File: config.mk
export PLATFORM = sky130hd
export DESIGN_NAME = eth_rx_dispatch
export DESIGN_NICKNAME = d
export VERILOG_FILES = /design/src/rtl/eth_rx_dispatch_pkg.sv /design/src/rtl/eth_rx_dispatch_mac_filter.sv /design/src/rtl/eth_rx_dispatch.sv
export SDC_FILE = /design/constraint.sdc
export NUM_CORES = 1
export LEC_CHECK = 0
export CAP_MARGIN = 20
export CORE_AREA = 2 2 90 92
export DETAILED_ROUTE_END_ITERATION = 7
export DIE_AREA = 0 0 92 94
export PLACE_DENSITY = 0.77
export SETUP_SLACK_MARGIN = 0.1
export SLEW_MARGIN = 20
export SYNTH_ARGS = -nofsm -noshare
export SYNTH_HDL_FRONTEND = slang
export SYNTH_SLANG_ARGS = --single-unit
File: constraint.sdc
create_clock -name clk -period 4.43 [get_ports clk]
set_input_delay 0.443 -clock clk [delete_from_list [all_inputs] [get_ports clk]]
set_output_delay 0.443 -clock clk [all_outputs]
set_load 0.02 [all_outputs]
File: src/rtl/eth_rx_dispatch_pkg.sv
// Shared types and constants for the RMII receive dispatch path.
package eth_rx_pkg;

  localparam int MAC_BITS   = 48;
  localparam int ETYPE_BITS = 16;
  localparam logic [MAC_BITS-1:0] BCAST_MAC = 48'hFFFF_FFFF_FFFF;

  typedef enum logic [2:0] {
    IDLE,
    DST,
    SRC,
    ETYPE,
    PAYLOAD,
    DROP
  } rx_state_t;

  typedef enum logic [1:0] {
    ST_IPV4 = 2'd0,
    ST_ARP  = 2'd1,
    ST_FILT = 2'd2,
    ST_RUNT = 2'd3
  } frame_status_t;

endpackage

File: src/rtl/eth_rx_dispatch_mac_filter.sv
// Destination MAC acceptance check: unicast to this station or broadcast.
// Kept standalone so the TX loopback check can reuse it.
module mac_filter
  import eth_rx_pkg::*;
#(
  parameter logic [MAC_BITS-1:0] MY_MAC = '0
) (
  input  logic [MAC_BITS-1:0] dst_i,
  output logic                match_o
);

  assign match_o = (dst_i == MY_MAC) || (dst_i == BCAST_MAC);

endmodule

File: src/rtl/eth_rx_dispatch.sv
// Frame-level receive sequencer: header tracking, dst MAC filter, ethertype
// classifier handshake, payload steering, per-frame status and drop count.
//
//  state   | meaning
//  --------+------------------------------------------------------------
//  IDLE    | between frames; first valid beat is dst beat 0
//  DST     | shifting in the destination MAC
//  SRC     | skipping the source MAC
//  ETYPE   | ethertype beats forwarded to the external classifier
//  PAYLOAD | payload beats registered to the IPv4 or ARP consumer
//  DROP    | filtered/unknown frame, or partial frame seen after reset
module eth_rx_dispatch
  import eth_rx_pkg::*;
#(
  parameter int                  N      = 2,
  parameter logic [MAC_BITS-1:0] MY_MAC = '0,
  parameter int                  CNT_W  = 16
) (
  input  logic             clk,
  input  logic             rst,
  input  logic [N-1:0]     axiid,
  input  logic             axiiv,
  output logic [N-1:0]     etype_axiid,
  output logic             etype_axiiv,
  input  logic             etype_axiov,
  input  logic             etype_axiod,
  output logic [N-1:0]     ipv4_axiod,
  output logic             ipv4_axiov,
  output logic [N-1:0]     arp_axiod,
  output logic             arp_axiov,
  output logic             frame_done,
  output logic [1:0]       frame_status,
  output logic [CNT_W-1:0] drop_cnt
);

  localparam int MAC_BEATS   = MAC_BITS / N;
  localparam int ETYPE_BEATS = ETYPE_BITS / N;
  localparam int CNT_BITS    = $clog2(MAC_BEATS) + 1;
  // dst beat 0 is consumed in IDLE, so DST itself only sees MAC_BEATS-1 beats
  localparam logic [CNT_BITS-1:0] DST_LAST   = CNT_BITS'(MAC_BEATS - 2);
  localparam logic [CNT_BITS-1:0] SRC_LAST   = CNT_BITS'(MAC_BEATS - 1);
  localparam logic [CNT_BITS-1:0] ETYPE_LAST = CNT_BITS'(ETYPE_BEATS - 1);

  rx_state_t             state_q, state_d;
  logic [CNT_BITS-1:0]   cnt_q, cnt_d;
  logic [MAC_BITS-N-1:0] dst_sr_q, dst_sr_d;
  frame_status_t         status_q, status_d;
  frame_status_t         fstat_q, fstat_d;
  logic                  resync_q, resync_d;
  logic [N-1:0]          ipv4_axiod_q, ipv4_axiod_d, arp_axiod_q, arp_axiod_d;
  logic                  ipv4_axiov_q, ipv4_axiov_d, arp_axiov_q, arp_axiov_d;
  logic                  done_q, done_d;
  logic [CNT_W-1:0]      drop_q, drop_d;
  logic                  mac_match;

  mac_filter #(.MY_MAC(MY_MAC)) u_mac_filter (
    .dst_i   ({dst_sr_q, axiid}),
    .match_o (mac_match)
  );

  // State and output registers; resync starts set so a frame already in
  // flight at reset release is swallowed without a status report.
  always_ff @(posedge clk or posedge rst) begin
    if (rst) begin
      state_q      <= IDLE;
      cnt_q        <= '0;
      dst_sr_q     <= '0;
      status_q     <= ST_IPV4;
      fstat_q      <= ST_IPV4;
      resync_q     <= 1'b1;
      ipv4_axiod_q <= '0;
      ipv4_axiov_q <= 1'b0;
      arp_axiod_q  <= '0;
      arp_axiov_q  <= 1'b0;
      done_q       <= 1'b0;
      drop_q       <= '0;
    end else begin
      state_q      <= state_d;
      cnt_q        <= cnt_d;
      dst_sr_q     <= dst_sr_d;
      status_q     <= status_d;
      fstat_q      <= fstat_d;
      resync_q     <= resync_d;
      ipv4_axiod_q <= ipv4_axiod_d;
      ipv4_axiov_q <= ipv4_axiov_d;
      arp_axiod_q  <= arp_axiod_d;
      arp_axiov_q  <= arp_axiov_d;
      done_q       <= done_d;
      drop_q       <= drop_d;
    end
  end

  // Next-state, header bookkeeping, payload steering and end-of-frame status.
  always_comb begin
    frame_status_t end_st;
    state_d      = state_q;
    cnt_d        = cnt_q;
    dst_sr_d     = dst_sr_q;
    status_d     = status_q;
    fstat_d      = fstat_q;
    resync_d     = resync_q;
    ipv4_axiod_d = '0;
    ipv4_axiov_d = 1'b0;
    arp_axiod_d  = '0;
    arp_axiov_d  = 1'b0;
    done_d       = 1'b0;
    drop_d       = drop_q;
    end_st       = status_q;

    if (!axiiv) begin
      resync_d = 1'b0;
      state_d  = IDLE;
      cnt_d    = '0;
      if (state_q != IDLE && !(state_q == DROP && resync_q)) begin
        if (state_q inside {DST, SRC, ETYPE}) end_st = ST_RUNT;
        done_d  = 1'b1;
        fstat_d = end_st;
        if ((end_st == ST_FILT || end_st == ST_RUNT) && drop_q != '1)
          drop_d = drop_q + 1'b1;
      end
    end else begin
      cnt_d = cnt_q + 1'b1;
      unique case (state_q)
        IDLE: begin
          cnt_d    = '0;
          dst_sr_d = {dst_sr_q[MAC_BITS-2*N-1:0], axiid};
          state_d  = resync_q ? DROP : DST;
        end
        DST: begin
          dst_sr_d = {dst_sr_q[MAC_BITS-2*N-1:0], axiid};
          if (cnt_q == DST_LAST) begin
            cnt_d = '0;
            if (mac_match) begin
              state_d = SRC;
            end else begin
              state_d  = DROP;
              status_d = ST_FILT;
            end
          end
        end
        SRC: begin
          if (cnt_q == SRC_LAST) begin
            cnt_d   = '0;
            state_d = ETYPE;
          end
        end
        ETYPE: begin
          if (cnt_q == ETYPE_LAST) begin
            cnt_d = '0;
            if (etype_axiov) begin
              state_d  = PAYLOAD;
              status_d = etype_axiod ? ST_ARP : ST_IPV4;
            end else begin
              state_d  = DROP;
              status_d = ST_FILT;
            end
          end
        end
        PAYLOAD: begin
          cnt_d = '0;
          if (status_q == ST_ARP) begin
            arp_axiod_d = axiid;
            arp_axiov_d = 1'b1;
          end else begin
            ipv4_axiod_d = axiid;
            ipv4_axiov_d = 1'b1;
          end
        end
        DROP: cnt_d = '0;
        default: begin
          cnt_d   = '0;
          state_d = IDLE;
        end
      endcase
    end
  end

  assign etype_axiid  = axiid;
  assign etype_axiiv  = axiiv && (state_q == ETYPE);
  assign ipv4_axiod   = ipv4_axiod_q;
  assign ipv4_axiov   = ipv4_axiov_q;
  assign arp_axiod    = arp_axiod_q;
  assign arp_axiov    = arp_axiov_q;
  assign frame_done   = done_q;
  assign frame_status = fstat_q;
  assign drop_cnt     = drop_q;

endmodule

==> out/metrics.csv <==
metric,value,unit
final_hold_viol_count,0,
crit_type,in2reg,
viasPerCell,5.52,
syn-cell-area,3730,um^2
synth_edf_count,0,
synth_nets,314,
cts_sinks,83,
hold_buffers,0,
wl_per_cell,15.1,um
initial_utilization,0.491,
cts_tree,yes,
place_inst,428,
grt_pass1_vias,2515,
synthCells,304,
placementRows,32,
grt_max_degree,62,
gp_congestion,0.873,
synth.distinct_cells,50,
total_power,2280,uW
yosys_warnings,0,
drt-total-wl,6.69,mm
finalCriticalPeriod,2630,ps
cp_max_fo,32,
nNetsFinal,347,
leakage,0.00178,uW
hold_class,reg2reg,
max_freq,0.381,GHz
gr-total-overflow,0,
finalSetupViolations,0,
critPathRequiredTime,4670,ps
die-area,8650,um^2
dr.pass1.iters,4,
core_area,7610,um^2
fin_skew,6.09,ps
insertion_delay,350,ps
io_pins,35,
dpl.hpwl,4.54,mm
whs,489,ps
cts_buffer_depth,2,
antennaDiodeCount,0,
drv_slew,0,
fin_cells,444,
tightest_slew,879,ps
drtAntennaViolNets,0,
status,"finished, final reports clean",
drive_gt1_frac,0.213,
cts-resized-gates,0,
drc,0,
tns,0,ps
area_growth_syn_to_layout,17.8,%
endpoint_kind,register,
ys_async_sr_fraction,1.00,
cts-htree-levels,3,
avgSynthCellArea,12.3,um^2
powerDensity,519,nW/um^2
ys.flop_type,dfrtp_1,
m1WireLength,3.27,mm
port_buffers,34,
drt_iter0_markers,127,
grt_pass1_wl,11.7,mm
highest_layer,met4,
seq_area_frac_synth,0.557,
yosys_register_bits,83,
ir_drop,0.000333,V
final.period_utilization,0.593,
worst_ep_arrival_time,2870,ps
wl_met3,175,um
cts-buffers-inserted,9,
postCtsSetupRepairBufs,0,
start_kind,input pin,
antenna_found_initial,0,
grt_usage,0.172,
rsz0062_at_grt,no,
vias,2452,
clkTransAtPathRegs,80,ps
timing.slew.headroom,0.413,
die_w,92,um
cap_violations,0,
fp.dieH,94,um
ctsRootBufferMaster,clkbuf_8,
wl_met2,3.05,mm
[worst paths after layout]
| path | from | end | slack [ps] | cells past startpoint |
|---|---|---|---|---|
| setup / recovery | axiiv | dst_sr_q[14]$_DFFE_PP0P_ | 1800 | 5 |
| hold / removal | drop_cnt[7]$_DFFE_PP0P_ | drop_cnt[7]$_DFFE_PP0P_ | 490 | 1 |
| setup reg to reg | state_q[2]$_DFFE_PP0P_ | dst_sr_q[14]$_DFFE_PP0P_ | 2020 | 4 |
| hold reg to reg | drop_cnt[7]$_DFFE_PP0P_ | drop_cnt[7]$_DFFE_PP0P_ | 490 | 1 |
| max in group asynchronous | rst | status_q[0]$_DFFE_PP0P_ | 3080 | 3 |
| min in group asynchronous | rst | drop_cnt[7]$_DFFE_PP0P_ | 580 | 2 |
[stage by stage]
| stage | utilization | area (um^2) | setup slack, ps |
|---|---|---|---|
| after floorplan | - | 3730 | 1850 |
| after global placement | 0.545 | 4150 | 1540 |
| after detailed placement | 0.545 | 4150 | 1460 |
| after CTS | 0.578 | 4400 | 1830 |
| after global routing | 0.578 | 4400 | 1630 |
| final | 0.578 | 4400 | 1800 |
[kinds of logic after synthesis]
kind of cell / synth area share
xor+xnor: 0.0422
compound gates: 0.0533
fa+ha+maj: 0.0101
simple gates: 0.162
flops: 0.557
mux: 0.149
buf+inv: 0.0275
[cell usage in the layout (no fill, tap or decap), drive strengths merged, types with 3 or more instances in the layout]
master and count:
a21oi 5, a31oi 4, and2 8, and3 4
and4 4, bufinv 3, clkbuf 10, clkdlybuf4s50 34
clkinv 4, dfrtp 82, ha 3, inv 6
mux2 48, nand2 9, nand2b 3, nand3 13
nand4 19, nor2 11, nor2b 4, nor4 17
o21ai 8, xnor2 16
[power by group]
| part | switching, uW | internal, uW | total [uW] |
|---|---|---|---|
| clock network | 271 | 391 | 662 |
| logic | 172 | 253 | 425 |
| registers | 225 | 971 | 1200 |
[Yosys cell counts, drive strengths merged (2+ instances only)]
cell type	n	area [um^2]
nand4	19	119
xnor2	16	140
a31oi	4	25.0
a211oi	2	27.5
and4	4	37.5
nor2	11	43.8
a21oi	5	25.0
mux2	48	544
ha	3	37.5
nor3b	2	15.0
nor4	17	106
dfrtp	82	2050
nand3	13	70.1
o31ai	2	15.0
o21ai	8	40.0
nand2b	3	18.8
clkbuf	4	15.0
nand2	9	33.8
buf	10	61.3
inv	6	22.5
xor2	2	17.5
and3	4	25.0
nor3	2	10.0
and2	8	50.1
nor2b	4	25.0
[critical path: stages]
cell and delay [ps]:
clkdlybuf4s50_1 710, nand2b_1 260, nor2_4 720, buf_4 360
mux2_2 360
[flip-flops by register name (all words and copies together), names as in the netlist]
register      flops
frame_status      2
dst_sr_q         46
drop_cnt         16
cnt_q             6
ipv4_axiov        1
frame_done        1
state_q           3
ipv4_axiod        2
arp_axiod         2
resync_q          1
status_q          2
arp_axiov         1
[layer usage]
metal | track usage | vias to the layer above
li1 | - | 1181
met1 | 0.236 | 1218
met2 | 0.260 | 38
met3 | 0.0289 | 15
met4 | 0.0983 | 0
met5 | 0 | -
[layout make-up]
| type | instances | area (um^2) |
|---|---|---|
| Clock buffer | 10 | 138 |
| Inverter | 7 | 28.8 |
| Timing Repair Buffer | 36 | 355 |
| Sequential cell | 83 | 2080 |
| Multi-Input combinational cell | 200 | 1560 |
| Fill cell | 624 | 3210 |
| Tap cell | 102 | 128 |
| Clock inverter | 6 | 113 |
No activity file was read; power rests on OpenSTA's default activity.
